===== src/rtl/bakery_sequencer.sv =====
// bakery_sequencer: batch recipe sequencer for the bakery plant model.
// Runs fill -> flour -> salt -> close -> pressurised mix -> convey/pour
// per pan -> drain for each start request. All decisions advance on en.
// Optional per-state watchdog: define BAKERY_SEQ_WATCHDOG_EN.
module bakery_sequencer #(
    parameter int unsigned FLOUR_PORTIONS = 4,
    parameter int unsigned SALT_PORTIONS  = 2,
    parameter int unsigned MIX_TICKS      = 50,
    parameter int unsigned PANS           = 4,
    parameter int unsigned TIMEOUT_TICKS  = 300
) (
    input  logic       clk,
    input  logic       rst,
    input  logic       en,
    input  logic       start,
    input  logic       abort,
    input  logic       Y_water_base,
    input  logic       Y_water_middle,
    input  logic       Y_water_top,
    input  logic       Y_flour,
    input  logic       Y_salt,
    input  logic       Y_flour_remain,
    input  logic       Y_salt_remain,
    input  logic       S_cover_closed,
    input  logic       S_pressure_high,
    input  logic       Y_pan,
    input  logic       Y_pan_full,
    output logic       X_water,
    output logic       X_flour,
    output logic       X_salt,
    output logic       X_cover,
    output logic       X_pressurize,
    output logic       X_mixer,
    output logic       X_pan_conveyor,
    output logic       X_dispenser,
    output logic       X_drain,
    output logic [3:0] state,
    output logic       busy,
    output logic       done,
    output logic       fault,
    output logic [2:0] fault_code
);

    localparam logic [3:0] S_IDLE   = 4'd0;
    localparam logic [3:0] S_FILL   = 4'd1;
    localparam logic [3:0] S_FLOUR  = 4'd2;
    localparam logic [3:0] S_SALT   = 4'd3;
    localparam logic [3:0] S_CLOSE  = 4'd4;
    localparam logic [3:0] S_MIX    = 4'd5;
    localparam logic [3:0] S_CONVEY = 4'd6;
    localparam logic [3:0] S_POUR   = 4'd7;
    localparam logic [3:0] S_DRAIN  = 4'd8;
    localparam logic [3:0] S_DONE   = 4'd9;
    localparam logic [3:0] S_SAFE   = 4'd10;
    localparam logic [3:0] S_FAULT  = 4'd11;

    localparam int unsigned MIX_W     = $clog2(MIX_TICKS + 1);
    localparam logic [3:0]  FLOUR_LIM = 4'(FLOUR_PORTIONS);
    localparam logic [3:0]  SALT_LIM  = 4'(SALT_PORTIONS);
    localparam logic [3:0]  PAN_LIM   = 4'(PANS);
    localparam logic [MIX_W-1:0] MIX_LIM = MIX_W'(MIX_TICKS);

    logic [3:0]       state_q, state_d;
    logic [2:0]       code_q, code_d;
    logic [3:0]       flour_cnt_q, flour_cnt_d, flour_inc;
    logic [3:0]       salt_cnt_q, salt_cnt_d, salt_inc;
    logic [3:0]       pan_cnt_q, pan_cnt_d, pan_inc;
    logic [MIX_W-1:0] mix_cnt_q, mix_cnt_d, mix_inc;
    logic             pan_low_q, pan_low_d;
    logic             done_q;
    // {water, flour, salt, cover, pressurize, mixer, pan_conveyor, dispenser, drain}
    logic [8:0]       x_q, x_d;
    logic             overfill_zone;

    assign flour_inc = (flour_cnt_q == '1) ? flour_cnt_q : flour_cnt_q + 4'd1;
    assign salt_inc  = (salt_cnt_q  == '1) ? salt_cnt_q  : salt_cnt_q  + 4'd1;
    assign pan_inc   = (pan_cnt_q   == '1) ? pan_cnt_q   : pan_cnt_q   + 4'd1;
    assign mix_inc   = (mix_cnt_q   == '1) ? mix_cnt_q   : mix_cnt_q   + MIX_W'(1);

    assign overfill_zone = (state_q == S_FILL)  || (state_q == S_FLOUR) ||
                           (state_q == S_SALT)  || (state_q == S_CLOSE) ||
                           (state_q == S_MIX);

`ifdef BAKERY_SEQ_WATCHDOG_EN
    localparam logic [15:0] TIMEOUT_LIM = 16'(TIMEOUT_TICKS);
    logic [15:0] wd_cnt_q, wd_cnt_d, wd_inc;
    logic        wd_timed;

    assign wd_inc   = (wd_cnt_q == '1) ? wd_cnt_q : wd_cnt_q + 16'd1;
    assign wd_timed = overfill_zone || (state_q == S_CONVEY) ||
                      (state_q == S_POUR) || (state_q == S_DRAIN);
`else
    localparam int unsigned unused_timeout_ticks = TIMEOUT_TICKS;
`endif

    // Next-state and counter logic; priority is abort > overfill > hopper > normal > timeout.
    always_comb begin
        state_d     = state_q;
        code_d      = code_q;
        flour_cnt_d = flour_cnt_q;
        salt_cnt_d  = salt_cnt_q;
        pan_cnt_d   = pan_cnt_q;
        mix_cnt_d   = mix_cnt_q;
        pan_low_d   = pan_low_q;
        if (en) begin
            case (state_q)
                S_IDLE:   if (start && !abort) state_d = S_FILL;
                S_FILL:   if (Y_water_middle) state_d = S_FLOUR;
                S_FLOUR: begin
                    // A pulse arriving with the empty flag still counts first.
                    if (Y_flour) flour_cnt_d = flour_inc;
                    if (flour_cnt_d >= FLOUR_LIM) begin
                        state_d = S_SALT;
                    end else if (!Y_flour_remain) begin
                        state_d = S_FAULT;
                        code_d  = 3'd1;
                    end
                end
                S_SALT: begin
                    if (Y_salt) salt_cnt_d = salt_inc;
                    if (salt_cnt_d >= SALT_LIM) begin
                        state_d = S_CLOSE;
                    end else if (!Y_salt_remain) begin
                        state_d = S_FAULT;
                        code_d  = 3'd2;
                    end
                end
                S_CLOSE:  if (S_cover_closed) state_d = S_MIX;
                S_MIX: begin
                    if (S_pressure_high) mix_cnt_d = mix_inc;
                    if (mix_cnt_d >= MIX_LIM) begin
                        state_d   = S_CONVEY;
                        pan_low_d = 1'b1;
                    end
                end
                S_CONVEY: begin
                    // Re-arm only after the previous pan has moved away.
                    if (!Y_pan) pan_low_d = 1'b1;
                    else if (pan_low_q) state_d = S_POUR;
                end
                S_POUR: begin
                    if (Y_pan_full) begin
                        pan_cnt_d = pan_inc;
                        if (pan_cnt_d >= PAN_LIM) begin
                            state_d = S_DRAIN;
                        end else begin
                            state_d   = S_CONVEY;
                            pan_low_d = 1'b0;
                        end
                    end
                end
                S_DRAIN:  if (!Y_water_base) state_d = S_DONE;
                S_DONE:   state_d = S_IDLE;
                S_SAFE: begin
                    if (!Y_water_base) begin
                        state_d = S_IDLE;
                        code_d  = 3'd0;
                    end
                end
                S_FAULT:  ;
                default:  state_d = S_IDLE;
            endcase
`ifdef BAKERY_SEQ_WATCHDOG_EN
            if (wd_timed && (state_d == state_q) && (wd_inc >= TIMEOUT_LIM)) begin
                state_d = S_FAULT;
                code_d  = 3'd4;
            end
`endif
            if (Y_water_top && overfill_zone) begin
                state_d = S_FAULT;
                code_d  = 3'd3;
            end
            if (abort && (state_q != S_IDLE) && (state_q != S_SAFE)) begin
                state_d = S_SAFE;
                code_d  = code_q;
            end
            if ((state_d == S_FILL) && (state_q != S_FILL)) begin
                flour_cnt_d = '0;
                salt_cnt_d  = '0;
                pan_cnt_d   = '0;
                mix_cnt_d   = '0;
                pan_low_d   = 1'b0;
            end
        end
    end

    // Actuator decode from the upcoming state so the outputs are registered.
    always_comb begin
        x_d = '0;
        case (state_d)
            S_FILL:   x_d[8] = 1'b1;
            S_FLOUR:  x_d[7] = 1'b1;
            S_SALT:   x_d[6] = 1'b1;
            S_CLOSE:  x_d[5] = 1'b1;
            S_MIX: begin
                x_d[5] = 1'b1;
                x_d[4] = !S_pressure_high;
                x_d[3] = 1'b1;
            end
            S_CONVEY: x_d[2] = 1'b1;
            S_POUR:   x_d[1] = 1'b1;
            S_DRAIN,
            S_SAFE:   x_d[0] = 1'b1;
            default:  x_d = '0;
        endcase
    end

    // State, fault code and counters.
    always_ff @(posedge clk or posedge rst) begin
        if (rst) begin
            state_q     <= S_IDLE;
            code_q      <= '0;
            flour_cnt_q <= '0;
            salt_cnt_q  <= '0;
            pan_cnt_q   <= '0;
            mix_cnt_q   <= '0;
            pan_low_q   <= 1'b0;
        end else begin
            state_q     <= state_d;
            code_q      <= code_d;
            flour_cnt_q <= flour_cnt_d;
            salt_cnt_q  <= salt_cnt_d;
            pan_cnt_q   <= pan_cnt_d;
            mix_cnt_q   <= mix_cnt_d;
            pan_low_q   <= pan_low_d;
        end
    end

    // Registered actuators (sampled on en) and the one-clock done pulse.
    always_ff @(posedge clk or posedge rst) begin
        if (rst) begin
            x_q    <= '0;
            done_q <= 1'b0;
        end else begin
            if (en) x_q <= x_d;
            done_q <= (state_d == S_DONE) && (state_q != S_DONE);
        end
    end

`ifdef BAKERY_SEQ_WATCHDOG_EN
    // Per-state tick counter, restarted on every state change.
    always_comb begin
        wd_cnt_d = wd_cnt_q;
        if (state_d != state_q) wd_cnt_d = '0;
        else if (en)            wd_cnt_d = wd_inc;
    end

    // Watchdog register.
    always_ff @(posedge clk or posedge rst) begin
        if (rst) wd_cnt_q <= '0;
        else     wd_cnt_q <= wd_cnt_d;
    end
`endif

    assign X_water        = x_q[8];
    assign X_flour        = x_q[7];
    assign X_salt         = x_q[6];
    assign X_cover        = x_q[5];
    assign X_pressurize   = x_q[4];
    assign X_mixer        = x_q[3];
    assign X_pan_conveyor = x_q[2];
    assign X_dispenser    = x_q[1];
    assign X_drain        = x_q[0];
    assign state          = state_q;
    assign busy           = (state_q != S_IDLE);
    assign done           = done_q;
    assign fault          = (state_q == S_FAULT);
    assign fault_code     = code_q;

endmodule

===== config.mk =====
export PLATFORM = sky130hd
export DESIGN_NAME = bakery_sequencer
export DESIGN_NICKNAME = d
export VERILOG_FILES = /design/src/rtl/bakery_sequencer.sv
export SDC_FILE = /design/constraint.sdc
export NUM_CORES = 1
export LEC_CHECK = 0
export BUFFER_PORTS_ARGS = -buffer_cell sky130_fd_sc_hd__buf_2
export CORE_MARGIN = 3
export CORE_UTILIZATION = 40
export DETAILED_ROUTE_END_ITERATION = 10
export PLACE_DENSITY_LB_ADDON = 0.3
export SETUP_SLACK_MARGIN = 0.1
export SYNTH_ARGS = -nofsm -noshare
export SYNTH_HDL_FRONTEND = slang
export SYNTH_SLANG_ARGS = --single-unit
export TNS_END_PERCENT = 1

===== constraint.sdc =====
create_clock -name clk -period 2.59 [get_ports clk]
set_clock_uncertainty 0.1 [all_clocks]
set_input_delay 0.777 -clock clk [delete_from_list [all_inputs] [get_ports clk]]
set_output_delay 0.777 -clock clk [all_outputs]
set_load 0.1 [all_outputs]

**Yosys cells after proc, flatten, opt, wreduce, memory -nomap -nowiden**

Index checks and enable logic that the tools add are counted.

- Input bits: 16
- Word-level logic and storage cells: 146
- Output and inout port bits: 19
- Flip-flop bits (word level): 36

- Multiplexer cells: 62
- Bitwise operators: 1
- Magnitude comparators: 4
- $add $sub $neg: 4
- Eq/ne operators: 37
- Reductions and logical operators: 29

Operators with widths:

| operator | number |
|---|---|
| $mux 4 | 34 |
| $pmux 4 s11 | 1 |
| $eq 4x4->1 const B | 9 |
| $mux 6 | 6 |
| $eq 4x3->1 const B | 8 |
| $mux 3 | 6 |
| $eq 4x2->1 const B | 4 |
| $add 4x1->4 const B | 3 |
| $eq 4x1->1 const B | 3 |
| $mux 1 | 12 |
| $ne 3x2->1 const B | 4 |
| $ne 3x3->1 const B | 4 |
| $reduce_bool 4->1 | 3 |
| $reduce_bool 2->1 | 5 |
| $pmux 3 s3 | 1 |
| $ge 4x3->1 const B | 2 |
| $ne 4x4->1 const B | 2 |
| $reduce_and 8->1 | 1 |
| $add 6x1->6 const B | 1 |
| $eq 6x6->1 const B | 1 |
| $ge 6x6->1 const B | 1 |
| $logic_and 1x1->1 | 6 |
| $reduce_and 2->1 | 3 |
| $reduce_and 6->1 | 1 |
| other kinds (11) | 16 |

**Logic depth before layout (Yosys ltp)**

Gate-level depths: netlist (run 1).

- Depth in word-level cells: 15
- Depth in mapped cells: 9
- Gate-level depth less buffers: 9

**Least setup slack after synthesis (run 1)**

OpenSTA, ideal clock, no wires.

- Path type: register to output
- From: register state_q[1] (netlist: state[1])
- To: output port fault
- Slack: -1.784 ns
- Required time: 1.713 ns
- Arrival time: 3.497 ns
- Cell stages (with the launch flop): 4
- Path buffers: 1
- Cells stage by stage: dfrtp_1 > buf_2 > nand2_1 > nor3_1

- Longest elaborated chain between the ends: 1

Ends and longest elaborated chain:

| element | line | RTL |
|---|---|---|
| start: declaration | 63 | `logic [3:0] state_q, state_d;` |
| start signal: assignment | 219 | `state_q <= state_d;` |
| $eq 4x4->1 | 267 | `assign fault = (state_q == S_FAULT);` |
| end: declaration | 40 | `output logic fault,` |

Every way passes these cells.

**Final worst setup path (run 1)**

- From: register state_q[0] (netlist: state[0])
- To: output port busy

- Longest elaborated chain between the ends: 1

Ends and longest elaborated chain:

| element | line | RTL |
|---|---|---|
| $reduce_bool 4->1 | 265 | `assign busy = (state_q != S_IDLE);` |
| end: declaration | 38 | `output logic busy,` |

Every way passes these cells.

==> results of run 1 <==
[stage by stage]
step           setup WS (ns)  instances  hold WS [ns]
5_1_grt              0.04731        401        0.4116
3_3_place_gp        -0.03302        391        0.3712
3_5_place_dp        -0.09304        391        0.3735
2_1_floorplan        0.02398        280        0.3936
6_report              0.1185        401        0.3877
4_1_cts              0.08965        399        0.3918
[state kept, by name (all words and copies together), names as in the netlist]
| register | cells |
|---|---|
| x_q | 9 |
| mix_cnt_q | 6 |
| state | 4 |
| pan_cnt_q | 4 |
| done | 1 |
| fault_code | 2 |
| pan_low_q | 1 |
| salt_cnt_q | 4 |
| flour_cnt_q | 4 |
[layout make-up]
class / count / area share, %
clock inverters: 2 / 1.154
repair buffers: 55 / 11.99
clock buffers: 6 / 2.719
well taps: 72 / 2.967
inverters: 13 / 1.607
multi-input cells: 218 / 50.23
flip-flops and latches: 35 / 29.34
[final timing paths]
| path | start | endpoint | cells after the start |
|---|---|---|---|
| worst max-delay path | state[0] | busy | 5 |
| worst min-delay path | x_q[1] | x_q[1] | 1 |
| worst max register to register | state[2] | x_q[7] | 9 |
| min in group asynchronous | rst | x_q[3] | 2 |
| max in group asynchronous | rst | pan_cnt_q[3] | 3 |
| worst min register to register | x_q[1] | x_q[1] | 1 |
[power by group]
group	leakage (nW)	total (W)	switching, W	internal, W
Combinational	0.833	0.00200	0.00133	0.000672
Sequential	0.450	0.000895	0.000198	0.000697
Clock	0.0612	0.000521	0.000209	0.000312
Total	1.34	0.00342	0.00174	0.00168
[repair_timing]
action                                  in CTS  in global routing
buffers inserted                             0                  2
resized for setup                            3                 14
endpoints found under the setup margin       4                 11
hold buffers                                 0                  0
pin swaps                                    1                  2
[worst register-to-register path, stage by stage (launching register included)]
cell and delay (ns):
dfrtp_4 0.54, buf_4 0.19, nor4bb_1 0.36, o21ai_0 0.17, o31ai_1 0.10, a211o_2 0.16, a31oi_4 0.04, or2_4 0.28
buf_4 0.14, o32ai_2 0.23
[layer usage]
layer / routed length, um / share of wire (%) / global-route usage [%]
met1: 2877 / 46 / 24.36
met5: 0 / 0 / 0
met4: 111 / 1.8 / 6.579
met2: 2938 / 47 / 29.79
met3: 326 / 5.2 / 4.541
[cell families (layout without fill, tap and decap cells)]
group,Yosys count,after routing,share of synthesized area (%)
simple gates,121,121,27.51
compound gates,81,81,24.58
flops,35,35,35.99
buf+inv,27,76,5.243
mux,7,7,3.033
fa+ha+maj,4,4,2.057
xor+xnor,4,4,1.440
other cells,1,1,0.1541
[cells in the final DEF (no fill, tap or decap), drive strengths merged, types with 4 or more instances in the layout]
master,Yosys,final
clkbuf,6,6
nand3,9,9
inv,13,13
or2,6,6
a31oi,9,9
a21oi,23,23
and2,4,4
a22o,5,5
and3,4,4
nand4,7,7
nand3b,4,4
mux2i,4,4
ha,4,4
buf,8,55
dfrtp,35,35
nand2b,6,6
nor2,29,29
o21ai,14,14
nor2b,6,6
nand2,24,24
nor3,10,10
==> impl_metrics.env, run 1 <==
export IMPL_clock_fmax_ghz=0.4046
export IMPL_netlist_top_cells_count="dfrtp_1, nor2_1, nand2_1"
export IMPL_n_antenna_cell=0
export IMPL_netlist_instances=280
export IMPL_boundaryPins=35
export IMPL_maximum_number_of_pins_on_one_net_before_global_route_repair=25
export IMPL_vias=2302
export IMPL_initial_core_util_pct=42.63
export IMPL_final_max_slew_viol_count=0
export IMPL_synth_seq_cells=35
export IMPL_final_antenna_net_count=0
export IMPL_worst_r2r_setup_slack_ns=0.19
export IMPL_first_global_vias=2240
export IMPL_worst_setup_hold_path_clk_slew_ns=0.07
export IMPL_cp_end_kind="primary output"
export IMPL_netlist_top_cell_by_area="dfrtp_1"
export IMPL_clkSinkCount=35
export IMPL_synthesis_area_um2=2434
export IMPL_die_height_um=84
export IMPL_slew_of_the_pin_with_the_lowest_slew_margin_ns=0.7218
export IMPL_area_enclosed_by_the_die_boundary_um2=7056
export IMPL_area_taken_by_multi_input_logic_gates_um2=1525
export IMPL_avgRoutedWirePerCell_um=15.60
export IMPL_critPathMostFrequentCell="buf_4"
export IMPL_worst_hold_path_type="reg2reg"
export IMPL_drt_initial_drc_count=122
export IMPL_finish_instance_area_um2=3037
export IMPL_cts_made_buffers=5
export IMPL_placeableCoreArea_um2=5709
export IMPL_grt_setup_unrepaired="true"
export IMPL_yosysWarnings=0
export IMPL_total_power_w=0.003416
export IMPL_crit_chain="buf_4, nor3_2, buf_4, nand2b_4, buf_6"
export IMPL_drc_errors=0
export IMPL_crit_fanout=11
export IMPL_floorplan_rows=27
export IMPL_num_nets_final=348
export IMPL_synthDistinctLibCells=68
export IMPL_final_util_pct=53.19
export IMPL_critPathSlowestCell="dfrtp_4"
export IMPL_min_period_ns=2.472
export IMPL_detail_route_vias_per_cell=5.741
export IMPL_layout_filler_cells=521
export IMPL_cts_root_buf="clkbuf_8"
export IMPL_synth_top_area_share_pct=35.99
export IMPL_sequential_fraction_of_the_synthesis_area_pct=35.99
export IMPL_final_hold_violation_count=0
export IMPL_antenna_violations_before_repair=0
export IMPL_critPathLaunchType="flop"
export IMPL_worstPathRequired_ns=1.71
export IMPL_synthFlopType="dfrtp_1"
export IMPL_path_delay_family="buffers and inverters"
export IMPL_powerDensity_nw_per_um2=1125
export IMPL_crit_path_max_incr_delay_ns=0.52
export IMPL_setup_tns_ns=0
export IMPL_clock_tree_htree_level_count=2
export IMPL_slew_headroom_pct=51.83
export IMPL_gr_ovfl_total=0
export IMPL_irDropWorstVdd_uv=679.9
export IMPL_final_seq_area_um2=890.9
export IMPL_grt_first_pass_wirelength_um=10700
export IMPL_worst_endpoint_arrival_ns=1.59
export IMPL_synth_net_count=300
export IMPL_setup_violations_final=0
export IMPL_synth_top_cells_by_area="dfrtp_1, a21oi_1, nor2_1"
export IMPL_area_growth_synth_to_final_pct=24.78
export IMPL_grt_util_all_layers_pct=18.59
export IMPL_min_period_over_period_pct=95.43
export IMPL_wl_um=6254
export IMPL_status="completed"
export IMPL_finalWeightedCongestion=0.8740
export IMPL_crit_type="reg2out"
export IMPL_die_w_um=84
export IMPL_post_dp_hpwl_um=4671
export IMPL_numPortBuffers=33
export IMPL_post_route_cells_drive_above_1_share_pct=30.70
export IMPL_cts_root_to_sink_buffers=2
export IMPL_insertion_delay_ns=0.29
export IMPL_number_of_iterations_in_the_first_detailed_routing_pass=5
export IMPL_p_leak_nw=1.344
export IMPL_placed_cell_area_um2=2829
export IMPL_tritoncts="yes"
export IMPL_yosys_cell_count_top_type="dfrtp_1"
export IMPL_share_of_synthesized_flip_flops_with_an_asynchronous_set_or_reset_pct=100.0
export IMPL_worstPathBufferInverterCount=3
export IMPL_timing_max_cap_violations=0
export IMPL_syn_area_per_cell_um2=8.691
export IMPL_synth_edf_count=0
Power figures use the tool's default switching activity.
==> run 2, diff against run 1 <==
--- a/config.mk
+++ b/config.mk
@@ -5,6 +5,7 @@
 export SDC_FILE = /design/constraint.sdc
 export NUM_CORES = 1
 export LEC_CHECK = 0
+export ABC_AREA = 1
 export BUFFER_PORTS_ARGS = -buffer_cell sky130_fd_sc_hd__buf_2
 export CORE_MARGIN = 3
 export CORE_UTILIZATION = 40
==> run 2 against run 1 <==
First-iteration DRC count shrank 12%; synthesized cell count grew 19%; total power is 3.7% higher; hold slack worse by 0.0090 ns; sequential share of layout area is 2.5 points higher; die area down 4.0%; core utilization down 3.5 points; largest cell class unchanged.
==> impl_metrics.env, run 2 <==
export IMPL_placed_cell_area_um2=2615
export IMPL_tritoncts="yes"
export IMPL_r2r_end="x_q[7]"
export IMPL_maximum_number_of_pins_on_one_net_before_global_route_repair=36
export IMPL_worst_slack_ns=0.2194
export IMPL_final_util_pct=49.65
export IMPL_area_growth_synth_to_final_pct=18.80
export IMPL_number_of_iterations_in_the_first_detailed_routing_pass=4
export IMPL_final_hold_violation_count=0
export IMPL_critPathSlowestCell="dfrtp_2"
export IMPL_crit_fanout=7
export IMPL_die_height_um=82.32
export IMPL_finalWeightedCongestion=0.9538
export IMPL_worst_hold_path_type="reg2reg"
export IMPL_crit_chain="nand2_2, nor2_4, buf_2"
export IMPL_drt_initial_drc_count=107
export IMPL_n_antenna_cell=0
export IMPL_synth_seq_cells=35
export IMPL_numPortBuffers=33
export IMPL_cts_made_buffers=5
export IMPL_grt_util_all_layers_pct=18.78
export IMPL_registers_top_by_ff_count="x_q"
export IMPL_finish_instance_area_um2=2768
export IMPL_placeableCoreArea_um2=5574
export IMPL_p_leak_nw=1.479
export IMPL_layout_filler_cells=559
export IMPL_mostFrequentLayoutCells="nand2_1, inv_1, nor2_1"
export IMPL_total_power_w=0.003542
export IMPL_boundaryPins=35
export IMPL_die_w_um=82.32
export IMPL_clock_fmax_ghz=0.4218
export IMPL_cts_root_to_sink_buffers=2
export IMPL_timing_max_cap_violations=0
export IMPL_num_nets_final=395
export IMPL_critPathLaunchType="flop"
export IMPL_synthDistinctLibCells=33
export IMPL_yosys_cell_count_top_type="nand2_1"
export IMPL_area_enclosed_by_the_die_boundary_um2=6776
export IMPL_sequential_fraction_of_the_synthesis_area_pct=37.59
export IMPL_clkSinkCount=35
export IMPL_netlist_instances=333
export IMPL_yosysWarnings=0
export IMPL_synth_net_count=353
export IMPL_placement_setup_worst_slack_ns=0.1860
export IMPL_worst_hold_path_num_cells=2
export IMPL_avgRoutedWirePerCell_um=12.61
export IMPL_share_of_synthesized_flip_flops_with_an_asynchronous_set_or_reset_pct=100.0
export IMPL_worst_hold_startpoint="x_q[7]"
export IMPL_area_taken_by_multi_input_logic_gates_um2=1255
export IMPL_min_delay_worst_endpoint="x_q[7]"
export IMPL_final_seq_area_um2=880.8
export IMPL_synth_top_area_share_pct=37.59
export IMPL_crit_type="reg2out"
export IMPL_worstPathRequired_ns=1.71
export IMPL_drc_errors=0
export IMPL_min_period_over_period_pct=91.53
export IMPL_worst_setup_hold_path_clk_slew_ns=0.08
export IMPL_status="completed"
export IMPL_syn_area_per_cell_um2=6.996
export IMPL_ctsHoldBuffers=0
export IMPL_cts_root_buf="clkbuf_8"
export IMPL_netlist_top_cell_by_area="dfrtp_1"
export IMPL_crit_path_max_incr_delay_ns=0.48
export IMPL_largest_register_ffs=9
export IMPL_largest_regs="x_q: 9 flops, mix_cnt_q: 6 flops"
export IMPL_synthesis_area_um2=2330
export IMPL_grt_setup_unrepaired="false"
export IMPL_min_period_ns=2.371
export IMPL_grt_first_pass_wirelength_um=9825
export IMPL_worst_endpoint_arrival_ns=1.49
export IMPL_wl_um=5648
export IMPL_irDropWorstVdd_uv=712.1
export IMPL_post_route_cells_drive_above_1_share_pct=24.20
export IMPL_detail_route_vias_per_cell=5.031
export IMPL_gr_ovfl_total=0
export IMPL_initial_core_util_pct=41.80
export IMPL_worst_r2r_setup_slack_ns=0.41
export IMPL_synth_top_cells_by_area="dfrtp_1, nand2_1, inv_1"
export IMPL_netlist_top_cells_count="nand2_1, inv_1, nor2_1"
export IMPL_clock_tree_htree_level_count=2
export IMPL_powerDensity_nw_per_um2=1280
export IMPL_setup_tns_ns=0
export IMPL_floorplan_rows=27
export IMPL_synth_edf_count=0
export IMPL_vias=2254
export IMPL_final_antenna_net_count=0
export IMPL_setup_violations_final=0
export IMPL_antenna_violations_before_repair=0
export IMPL_cp_end_kind="primary output"
export IMPL_synthFlopType="dfrtp_1"
export IMPL_post_dp_hpwl_um=4378
export IMPL_insertion_delay_ns=0.29
export IMPL_worst_r2r_path_depth=12
export IMPL_final_common_cell="nand2_1"
export IMPL_first_global_vias=2162
export IMPL_final_max_slew_viol_count=0
export IMPL_crit_reg2reg_launch="pan_cnt_q[0]"
## run 2: cell types whose count changed in the layout (fill, tap and decap cells not counted), moves of 7 or more
cell / delta
nand2_1: +67
inv_1: +29
nand3_1: +21
a21oi_1: -15
buf_4: -15
o22ai_1: +11
inv_2: +9
nand2_2: +9
nor2_1: +7
nor3_1: -7
o21ai_0: +7
## run 2: worst max path at each step
stage | cells past startpoint | end | slack (ns) | startpoint
detailed placement | 13 | x_q[7] | 0.19 | S_pressure_high
CTS | 3 | fault | 0.22 | state[1]
finish | 3 | fault | 0.22 | state[1]
global route | 15 | x_q[7] | 0.13 | mix_cnt_q[0]
global placement | 14 | x_q[7] | 0.23 | S_pressure_high
floorplan | 13 | x_q[4] | 0.15 | state[1]
## run 2: routing by layer
metal,vias up,track usage [%],part of all wire (%)
li1,1147,-,-
met1,1042,25.97,49
met2,53,29.57,44
met3,12,3.471,5.0
met4,0,6.146,1.4
met5,-,0,0
## run 2: logic make-up after synthesis
kind of cell	synth area share, %
AOI/OAI and AO/OA	12.84
xor gates and xnor gates	1.880
adders and majority gates	2.148
buffers and inverters	9.237
DFF	37.59
other	0.1610
and+or+nand+nor	36.14
## run 2: stage by stage
| step | hold WS, ns | cells |
|---|---|---|
| floorplan | 0.3781 | 333 |
| global placement | 0.3631 | 439 |
| detailed placement | 0.3632 | 439 |
| CTS | 0.3816 | 447 |
| global route | 0.4027 | 448 |
| finish | 0.3787 | 448 |
## run 2: layout make-up
| class | instances | share of cell area, % |
|---|---|---|
| multi-input cells | 242 | 45.34 |
| flip-flops and latches | 35 | 31.83 |
| repair buffers | 39 | 7.595 |
| inverters | 52 | 7.052 |
| well taps | 72 | 3.255 |
| clock buffers | 5 | 2.486 |
| clock inverters | 3 | 2.441 |
## run 2: what timing repair did
item,in CTS,in global routing
setup endpoints to repair,0,7
setup buffers,0,1
resized for setup,0,2
## run 2: worst max-delay path: cells and delay by family (launching register included)
family	cells	cell delay, ns
AND/OR/NAND/NOR	2	0.29
buffers and inverters	1	0.43
flip-flops	1	0.48
## run 2: power breakdown
group          switching, W  leakage, nW  internal, W
Sequential         0.000210        0.430     0.000759
Clock              0.000221       0.0644     0.000384
Combinational       0.00147        0.985     0.000503
Total               0.00190         1.48      0.00165
